## src/rtl/conv_out_collector.sv

```systemverilog
// conv_out_collector: gathers a convolution PE's raster-ordered results.
// Row-wrap garbage positions are discarded. Kept results are saturated to
// OUT_W bits and queued in a small FIFO for a ready-gated consumer.
// Optional build macro: CONV_OUT_RELU_EN forces negative kept values to zero
// before saturation. Without it the sign of each kept value is preserved.
module conv_out_collector #(
  parameter int KERNEL_SIZE = 3,
  parameter int FM_SIZE     = 8,
  parameter int OUT_W       = 16,
  parameter int FIFO_DEPTH  = 16
) (
  input  logic                          i_clk,
  input  logic                          i_rst_n,
  input  logic                          i_en,
  input  logic signed [47:0]            i_P,
  input  logic                          i_ready,
  output logic signed [OUT_W-1:0]       o_data,
  output logic                          o_valid,
  output logic                          o_frame_done,
  output logic                          o_overflow,
  output logic [$clog2(FIFO_DEPTH):0]   o_count
);

  localparam int OUT_SIDE = FM_SIZE - KERNEL_SIZE + 1;
  localparam int COL_W    = $clog2(FM_SIZE + 1);
  localparam int ROW_W    = $clog2(OUT_SIDE + 1);
  localparam int PTR_W    = $clog2(FIFO_DEPTH);
  localparam int CNT_W    = PTR_W + 1;

  localparam logic [COL_W-1:0] COL_LAST     = COL_W'(FM_SIZE - 1);
  localparam logic [COL_W-1:0] COL_KEEP_MAX = COL_W'(FM_SIZE - KERNEL_SIZE);
  localparam logic [ROW_W-1:0] ROW_LAST     = ROW_W'(OUT_SIDE - 1);
  localparam logic [CNT_W-1:0] FULL_CNT     = CNT_W'(FIFO_DEPTH);

  localparam logic signed [47:0] SAT_MAX = {{(48-OUT_W+1){1'b0}}, {(OUT_W-1){1'b1}}};
  localparam logic signed [47:0] SAT_MIN = {{(48-OUT_W+1){1'b1}}, {(OUT_W-1){1'b0}}};

  typedef enum logic [1:0] {
    S_IDLE,
    S_COLLECT,
    S_DONE
  } state_t;

  // Optional rectification applied ahead of the clamp.
  function automatic logic signed [47:0] rectify(input logic signed [47:0] x);
`ifdef CONV_OUT_RELU_EN
    return x[47] ? 48'sd0 : x;
`else
    return x;
`endif
  endfunction

  // Clamp a 48-bit signed accumulator value into OUT_W signed bits.
  function automatic logic signed [OUT_W-1:0] saturate(input logic signed [47:0] x);
    logic signed [OUT_W-1:0] r;
    if (x > SAT_MAX)      r = SAT_MAX[OUT_W-1:0];
    else if (x < SAT_MIN) r = SAT_MIN[OUT_W-1:0];
    else                  r = x[OUT_W-1:0];
    return r;
  endfunction

  state_t             state_q, state_d;
  logic [COL_W-1:0]   col_q, col_d;
  logic [ROW_W-1:0]   row_q, row_d;
  logic               frame_done_q, frame_done_d;
  logic               overflow_q, overflow_d;

  logic                    vld_p0_q;
  logic signed [OUT_W-1:0] data_p0_q;

  logic signed [OUT_W-1:0] fifo_mem_q [FIFO_DEPTH];
  logic [PTR_W-1:0]        wr_ptr_q, wr_ptr_d;
  logic [PTR_W-1:0]        rd_ptr_q, rd_ptr_d;
  logic [CNT_W-1:0]        count_q, count_d;

  logic process_pos;
  logic start_frame;
  logic last_pos;
  logic keep_pos;
  logic push;
  logic pop;
  logic full;
  logic push_ok;

  assign last_pos = (row_q == ROW_LAST) && (col_q == COL_LAST);
  assign keep_pos = process_pos && (col_q <= COL_KEEP_MAX);

  // Frame FSM: walk the raster position counters and decide which samples count.
  always_comb begin
    state_d      = state_q;
    col_d        = col_q;
    row_d        = row_q;
    process_pos  = 1'b0;
    start_frame  = 1'b0;
    case (state_q)
      S_IDLE: begin
        if (i_en) begin
          start_frame = 1'b1;
          process_pos = 1'b1;
        end
      end
      S_COLLECT: begin
        if (i_en) begin
          process_pos = 1'b1;
        end else begin
          state_d = S_IDLE;
          col_d   = '0;
          row_d   = '0;
        end
      end
      S_DONE: begin
        if (!i_en) state_d = S_IDLE;
      end
      default: begin
        state_d = S_IDLE;
        col_d   = '0;
        row_d   = '0;
      end
    endcase
    if (process_pos) begin
      if (last_pos) begin
        state_d = S_DONE;
        col_d   = '0;
        row_d   = '0;
      end else begin
        state_d = S_COLLECT;
        if (col_q == COL_LAST) begin
          col_d = '0;
          row_d = row_q + 1'b1;
        end else begin
          col_d = col_q + 1'b1;
        end
      end
    end
    frame_done_d = process_pos && last_pos;
  end

  // FSM state, position counters and frame-done pulse register.
  always_ff @(posedge i_clk or negedge i_rst_n) begin
    if (!i_rst_n) begin
      state_q      <= S_IDLE;
      col_q        <= '0;
      row_q        <= '0;
      frame_done_q <= 1'b0;
    end else begin
      state_q      <= state_d;
      col_q        <= col_d;
      row_q        <= row_d;
      frame_done_q <= frame_done_d;
    end
  end

  // Stage p0 control: a kept sample is in flight toward the FIFO.
  always_ff @(posedge i_clk or negedge i_rst_n) begin
    if (!i_rst_n) vld_p0_q <= 1'b0;
    else          vld_p0_q <= keep_pos;
  end

  // Stage p0 data: rectified and saturated sample, loaded only when kept.
  always_ff @(posedge i_clk) begin
    if (keep_pos) data_p0_q <= saturate(rectify(i_P));
  end

  assign push    = vld_p0_q;
  assign pop     = (count_q != '0) && i_ready;
  assign full    = (count_q == FULL_CNT);
  assign push_ok = push && (!full || pop);

  // FIFO pointer, occupancy and sticky overflow next-state.
  always_comb begin
    wr_ptr_d   = wr_ptr_q;
    rd_ptr_d   = rd_ptr_q;
    count_d    = count_q;
    overflow_d = overflow_q;
    if (push_ok) wr_ptr_d = wr_ptr_q + 1'b1;
    if (pop)     rd_ptr_d = rd_ptr_q + 1'b1;
    case ({push_ok, pop})
      2'b10:   count_d = count_q + 1'b1;
      2'b01:   count_d = count_q - 1'b1;
      default: count_d = count_q;
    endcase
    if (start_frame)         overflow_d = 1'b0;
    if (push && full && !pop) overflow_d = 1'b1;
  end

  // FIFO control registers; stored words are deliberately left unreset.
  always_ff @(posedge i_clk or negedge i_rst_n) begin
    if (!i_rst_n) begin
      wr_ptr_q   <= '0;
      rd_ptr_q   <= '0;
      count_q    <= '0;
      overflow_q <= 1'b0;
    end else begin
      wr_ptr_q   <= wr_ptr_d;
      rd_ptr_q   <= rd_ptr_d;
      count_q    <= count_d;
      overflow_q <= overflow_d;
    end
  end

  // FIFO storage write; a write to the head while full and popping is safe.
  always_ff @(posedge i_clk) begin
    if (push_ok) fifo_mem_q[wr_ptr_q] <= data_p0_q;
  end

  assign o_valid      = (count_q != '0);
  assign o_data       = o_valid ? fifo_mem_q[rd_ptr_q] : '0;
  assign o_frame_done = frame_done_q;
  assign o_overflow   = overflow_q;
  assign o_count      = count_q;

endmodule

```

## config.mk

```make
export PLATFORM = sky130hd
export DESIGN_NAME = conv_out_collector
export DESIGN_NICKNAME = d
export VERILOG_FILES = /design/src/rtl/conv_out_collector.sv
export SDC_FILE = /design/constraint.sdc
export NUM_CORES = 1
export LEC_CHECK = 0
export ABC_AREA = 1
export CORE_MARGIN = 1
export CORE_UTILIZATION = 60
export CTS_CLUSTER_SIZE = 12
export DETAILED_ROUTE_END_ITERATION = 8
export HOLD_SLACK_MARGIN = 0.03
export PLACE_DENSITY = 0.8
export SLEW_MARGIN = 20
export SYNTH_ARGS = -nofsm -noshare
export SYNTH_HDL_FRONTEND = slang
export SYNTH_SLANG_ARGS = --single-unit
export TNS_END_PERCENT = 1
```

## constraint.sdc

```tcl
create_clock -name i_clk -period 5.05 [get_ports i_clk]
set_input_delay 0.505 -clock i_clk [delete_from_list [all_inputs] [get_ports i_clk]]
set_output_delay 0.505 -clock i_clk [all_outputs]
set_load 0.1 [all_outputs]
```

Word-level counts from Yosys, hierarchy flattened:

Memory sizes are Yosys's and may differ from the RTL's.
Cells that the tools add are included.

* add/sub/neg operators: 6
* multipliers: 0
* divide/modulo/power cells: 0
* order comparisons: 3
* equal/unequal tests: 11
* shift-type cells: 0
* mux-type cells: 24
* bitwise operators: 0
* reductions and logical operators: 19

Operator list (count)
* 48-bit by 16-bit > comparator with 1-bit output, second input constant: 1
* 48-bit by 16-bit < comparator with 1-bit output, second input constant: 1
* 16-bit 2-to-1 mux: 2
* 4-bit 2-to-1 mux: 4
* 4-bit by 1-bit adder with 4-bit output, second input constant: 3
* 3-bit 2-to-1 mux: 4
* 5-bit one-hot mux with 2 select lines: 1
* 4-bit one-hot mux with 2 select lines: 1
* 1-bit logical AND: 7
* 1-bit 2-to-1 mux: 7
* 2-bit 2-to-1 mux: 3
* 3-bit one-hot mux with 2 select lines: 1
* 2-bit OR reduction: 3
* 5-bit by 1-bit adder with 5-bit output, second input constant: 1
* 5-bit == test, second input constant: 1
* 5-bit nonzero test: 1
* 5-bit by 1-bit subtractor with 5-bit output, second input constant: 1
* 2-bit by 1-bit == test with 1-bit output, second input constant: 2
* 2-bit == test, second input constant: 2
* 4-bit by 3-bit == test with 1-bit output, second input constant: 1
* 4-bit by 3-bit <= comparator with 1-bit output, second input constant: 1
* 2-bit one-hot mux with 2 select lines: 1
* 2-bit AND reduction: 2
* 2-bit nonzero test: 2
* 9 further kinds: 10

* register bits: 41
* bits in latches: 0
* bits in writable memories: 256
* bits in read-only memories: 0
* input bits: 52
* output and inout bits: 24
* logic and storage cells: 74
* memories kept: 1

Memory list
* fifo_mem_q: depth 16, bits a word 16, read ports 1, clocked after memory_dff 0, write ports 1, line 71 `logic signed [OUT_W-1:0] fifo_mem_q [FIFO_DEPTH];`

Logic depth before layout (Yosys ltp):

* depth after elaboration: 6
* mapped depth: 14

Worst setup path before layout:

OpenSTA, ideal clock, no wires.

* path type: register to output
* start point: register count_q[1] (netlist: o_count[1])
* end point: output o_data[10]
* arrival: 3.929 ns
* required time: 4.545 ns
* setup slack: 0.616 ns
* stages on the path, launching flop included: 6
* buffers on the path: 1
* cell sequence: dfrtp_1 nor2_1 nand3_1 inv_1 clkbuf_1 a21oi_1

* longest elaborated chain between the ends: 2

RTL lines
* start: declaration: line 74 `logic [CNT_W-1:0] count_q, count_d;`
* start signal: assignment: line 196 `count_q <= count_d;`
* 5-bit nonzero test: line 206 `assign o_valid = (count_q != '0);`
* via o_valid: line 18 `output logic o_valid,`
* 16-bit 2-to-1 mux: line 207 `assign o_data = o_valid ? fifo_mem_q[rd_ptr_q] : '0;`
* end: declaration: line 17 `output logic signed [OUT_W-1:0] o_data,`

The timed path passes the listed nets, and every way through them passes these cells.

Worst setup path in the final report:

* start point: register rd_ptr_q[0]
* end point: output o_data[0]

* longest elaborated chain between the ends: 2

RTL lines
* start: declaration: line 73 `logic [PTR_W-1:0] rd_ptr_q, rd_ptr_d;`
* start signal: assignment: line 195 `rd_ptr_q <= rd_ptr_d;`
* memory read 16 x 16 bit
* 16-bit 2-to-1 mux: line 207

No other way between the ends.

==> flow_metrics.py <==
metrics = {
    "run_status": {
        "status": "completed",
    },
    "setup_path": {
        "crit_type": "flip-flop to output pin",
        "r2r_slack_ns": 2.35,
        "cp-start-kind": "flip-flop",
        "rr_startpoint": "o_count[0]",
        "cp_max_fo": 79,
        "rr_worst_depth": 7,
        "crit_required_ns": 4.55,
        "end_kind": "output pin",
        "cp.arrival_ns": 3.95,
        "reg2reg_to": "fifo_mem_q[8][10]",
        "crit_start": "rd_ptr_q[0]",
    },
    "clock_network": {
        "cts_resized": 0,
        "cts_max_path_buffers": 3,
        "clk_latency_ns": 0.54,
        "postCtsSetupRepairBufs": 0,
        "path_clk_slew_ns": 0.06,
        "cts_sinks": 297,
        "numCtsBuffers": 29,
        "cts_tree": "built",
        "holdBufCountCts": 0,
        "clockRootBuffer": "clkbuf_16",
        "h-tree-depth": 1,
    },
    "power_and_ir_drop": {
        "power.density_mw_per_mm2": 638,
        "vdd_drop_max_v": 0.000665,
        "p_leak_nw": 5.53,
    },
    "sta": {
        "holdWs_ns": 0.324,
        "final-hold-violation-count": 0,
        "worst_clock_skew_ns": 0.0191,
        "post-route-min-period_ns": 4.45,
        "maxSlewViolCount": 0,
        "min_period_over_period_pct": 88.1,
        "max_slew.worst_pin.slew_ns": 1.12,
        "tns_ns": 0,
        "rsz0062_at_grt": "no",
        "setup_viol": 0,
        "fmax_mhz": 225,
        "relSlewSlack_pct": 24.8,
    },
    "synthesis": {
        "synthCells": 1150,
        "async_reset_ff_share_pct": 8.42,
        "synth_warnings": 0,
        "synth_ff_type": "edfxtp_1",
        "netlist_area_mm2": 0.0127,
        "synth-edff-count": 272,
        "ys_types": 29,
        "avgSynthCellArea_um2": 11.0,
        "ys_ff_latch": 297,
        "synth_fp_nets": 1220,
        "seq_area_frac_synth_pct": 69.5,
    },
    "placement": {
        "hpwlAfterDp_um": 17300,
        "portBuffers": 75,
        "gp_congestion": 0.805,
        "place_inst": 1465,
    },
    "route": {
        "via_count": 8775,
        "final_antenna_net_count": 0,
        "drcViolationCount": 0,
        "vias_per_cell": 5.80,
        "routed_wl_um": 29400,
        "dr.pass1.iters": 6,
        "wl_per_cell_um": 19.4,
        "drt_iter0_drc": 909,
    },
    "worst_hold_path": {
        "hold_class": "input pin to asynchronous set/reset pin",
    },
    "global_routing": {
        "overflow": 0,
        "grt_max_degree": 80,
        "track_usage_pct": 27.8,
        "gr-max-usage-layer": "met2",
        "grt_pass1_wl_um": 45400,
        "use_met2_pct": 46.2,
        "met1_usage_pct": 36.7,
        "met3_usage_pct": 5.62,
        "antenna_found_initial": 1,
        "grt_pass1_vias": 8523,
    },
    "run": {
        "drv_cap": 0,
    },
    "die": {
        "die_area_mm2": 0.0217,
        "start_util_pct": 61.9,
        "ios": 76,
        "core_mm2": 0.0204,
        "core.rowCount": 52,
        "dieHeight_um": 147,
        "die_w_um": 147,
    },
    "layout": {
        "final_core_util_pct": 70.8,
        "fillerInstances": 1454,
        "instances_no_fill": 1512,
        "layout-drive-gt1-share_pct": 7.17,
        "area_growth_pct": 14.3,
        "nets": 1296,
    },
}
[cell usage in the layout, fill, tap and decap left out, types with 2 or more instances in the layout]
master           netlist  routed
a21oi_1               19      19
buf_4                 15      39
clkbuf_1               7      12
clkbuf_16              0      29
clkdlybuf4s50_1        0      62
clkinv_1               1       2
clkinv_2               0       2
dfrtp_1               25      23
edfxtp_1             272     272
ha_1                  17      17
inv_1                 34      33
inv_2                  3       3
nand2_1              421     421
nand2_2                4       4
nand3_1              207     207
nand4_1                2       2
nor2_1                52      47
nor2_2                 0       5
nor3_1                 3       2
o21ai_0               13      13
o21ai_1                3       3
o22ai_1                3       3
xor2_1                 8       8
[cell families (layout without fill, tap and decap cells)]
family | Yosys count | after routing | synth area share, %
compound gates | 40 | 40 | 1.64
xor+xnor | 9 | 9 | 0.623
fa+ha+maj | 18 | 18 | 1.84
buf+inv | 94 | 185 | 3.59
flops | 297 | 297 | 69.5
other cells | 0 | 1 | 0
simple gates | 692 | 692 | 22.8
[critical path: stages (launching register included)]
cell,delay (ns)
dfrtp_4,0.74
clkinv_2,0.13
buf_4,0.65
nand2_1,0.12
nand3_1,0.11
nand3_1,0.09
nand2_1,0.09
nand2_1,0.05
a21oi_1,0.17
clkdlybuf4s50_1,1.17
[cells in the mapped netlist (2+ instances only)]
cell type | n | share of area (%)
buf_4 | 15 | 0.89
nor2_1 | 52 | 1.5
nor3_1 | 3 | 0.12
o22ai_1 | 3 | 0.15
inv_2 | 3 | 0.089
nand4_1 | 2 | 0.099
clkbuf_1 | 7 | 0.21
a21oi_1 | 19 | 0.75
nand3_1 | 207 | 8.2
inv_1 | 34 | 1.0
ha_1 | 17 | 1.7
buf_1 | 3 | 0.089
nand2_2 | 4 | 0.20
edfxtp_1 | 272 | 65
buf_2 | 30 | 1.2
o21ai_0 | 13 | 0.51
nand2_1 | 421 | 12
xor2_1 | 8 | 0.55
o21ai_1 | 3 | 0.12
dfrtp_1 | 25 | 4.9
[per-layer routing]
metal	vias up	wire, µm
met5	-	0
met4	0	744
met3	72	2970
met2	505	14200
met1	4114	11400
li1	4084	-
[worst max path at each step]
stage          cells after the start          to
4_1_cts                            9   o_data[0]
3_3_place_gp                       9   o_data[0]
5_1_grt                            9   o_data[0]
2_1_floorplan                      5  o_data[10]
6_report                           9   o_data[0]
3_5_place_dp                       9   o_data[0]
[final cells by class]
cell class	instances	area, µm²	share of cell area [%]
antenna	1	2.50	0.0173
multi-input combinational	759	3430	23.7
clock buffer	42	785	5.43
clock inverter	4	47.5	0.329
inverter	38	144	0.995
sequential	297	8800	60.9
timing repair buffer	101	913	6.32
tap	270	338	2.34
[through the flow]
stage	total power, W	area [µm²]	setup slack (ns)
2_1_floorplan	0.00630	12700	0.616
3_3_place_gp	0.00719	13600	1.31
3_5_place_dp	0.00728	13600	1.23
4_1_cts	0.00921	14500	0.657
5_1_grt	0.00964	14500	0.496
6_report	0.00922	14500	0.600
[where the power goes]
part	leakage (nW)	switching, W	total [W]	internal [W]
clock	0.403	0.000827	0.00194	0.00111
combinational	2.36	0.00293	0.00388	0.000947
sequential	2.77	0.000330	0.00340	0.00307
[registers in the layout (all words and copies together) (netlist names)]
name	cells
fifo_mem_q	256
data_p0_q	16
o_count	5
col_q	4
rd_ptr_q	4
wr_ptr_q	4
row_q	3
state_q	2
o_frame_done	1
o_overflow	1
push	1
Note: power is estimated with default switching activity, not from simulation.
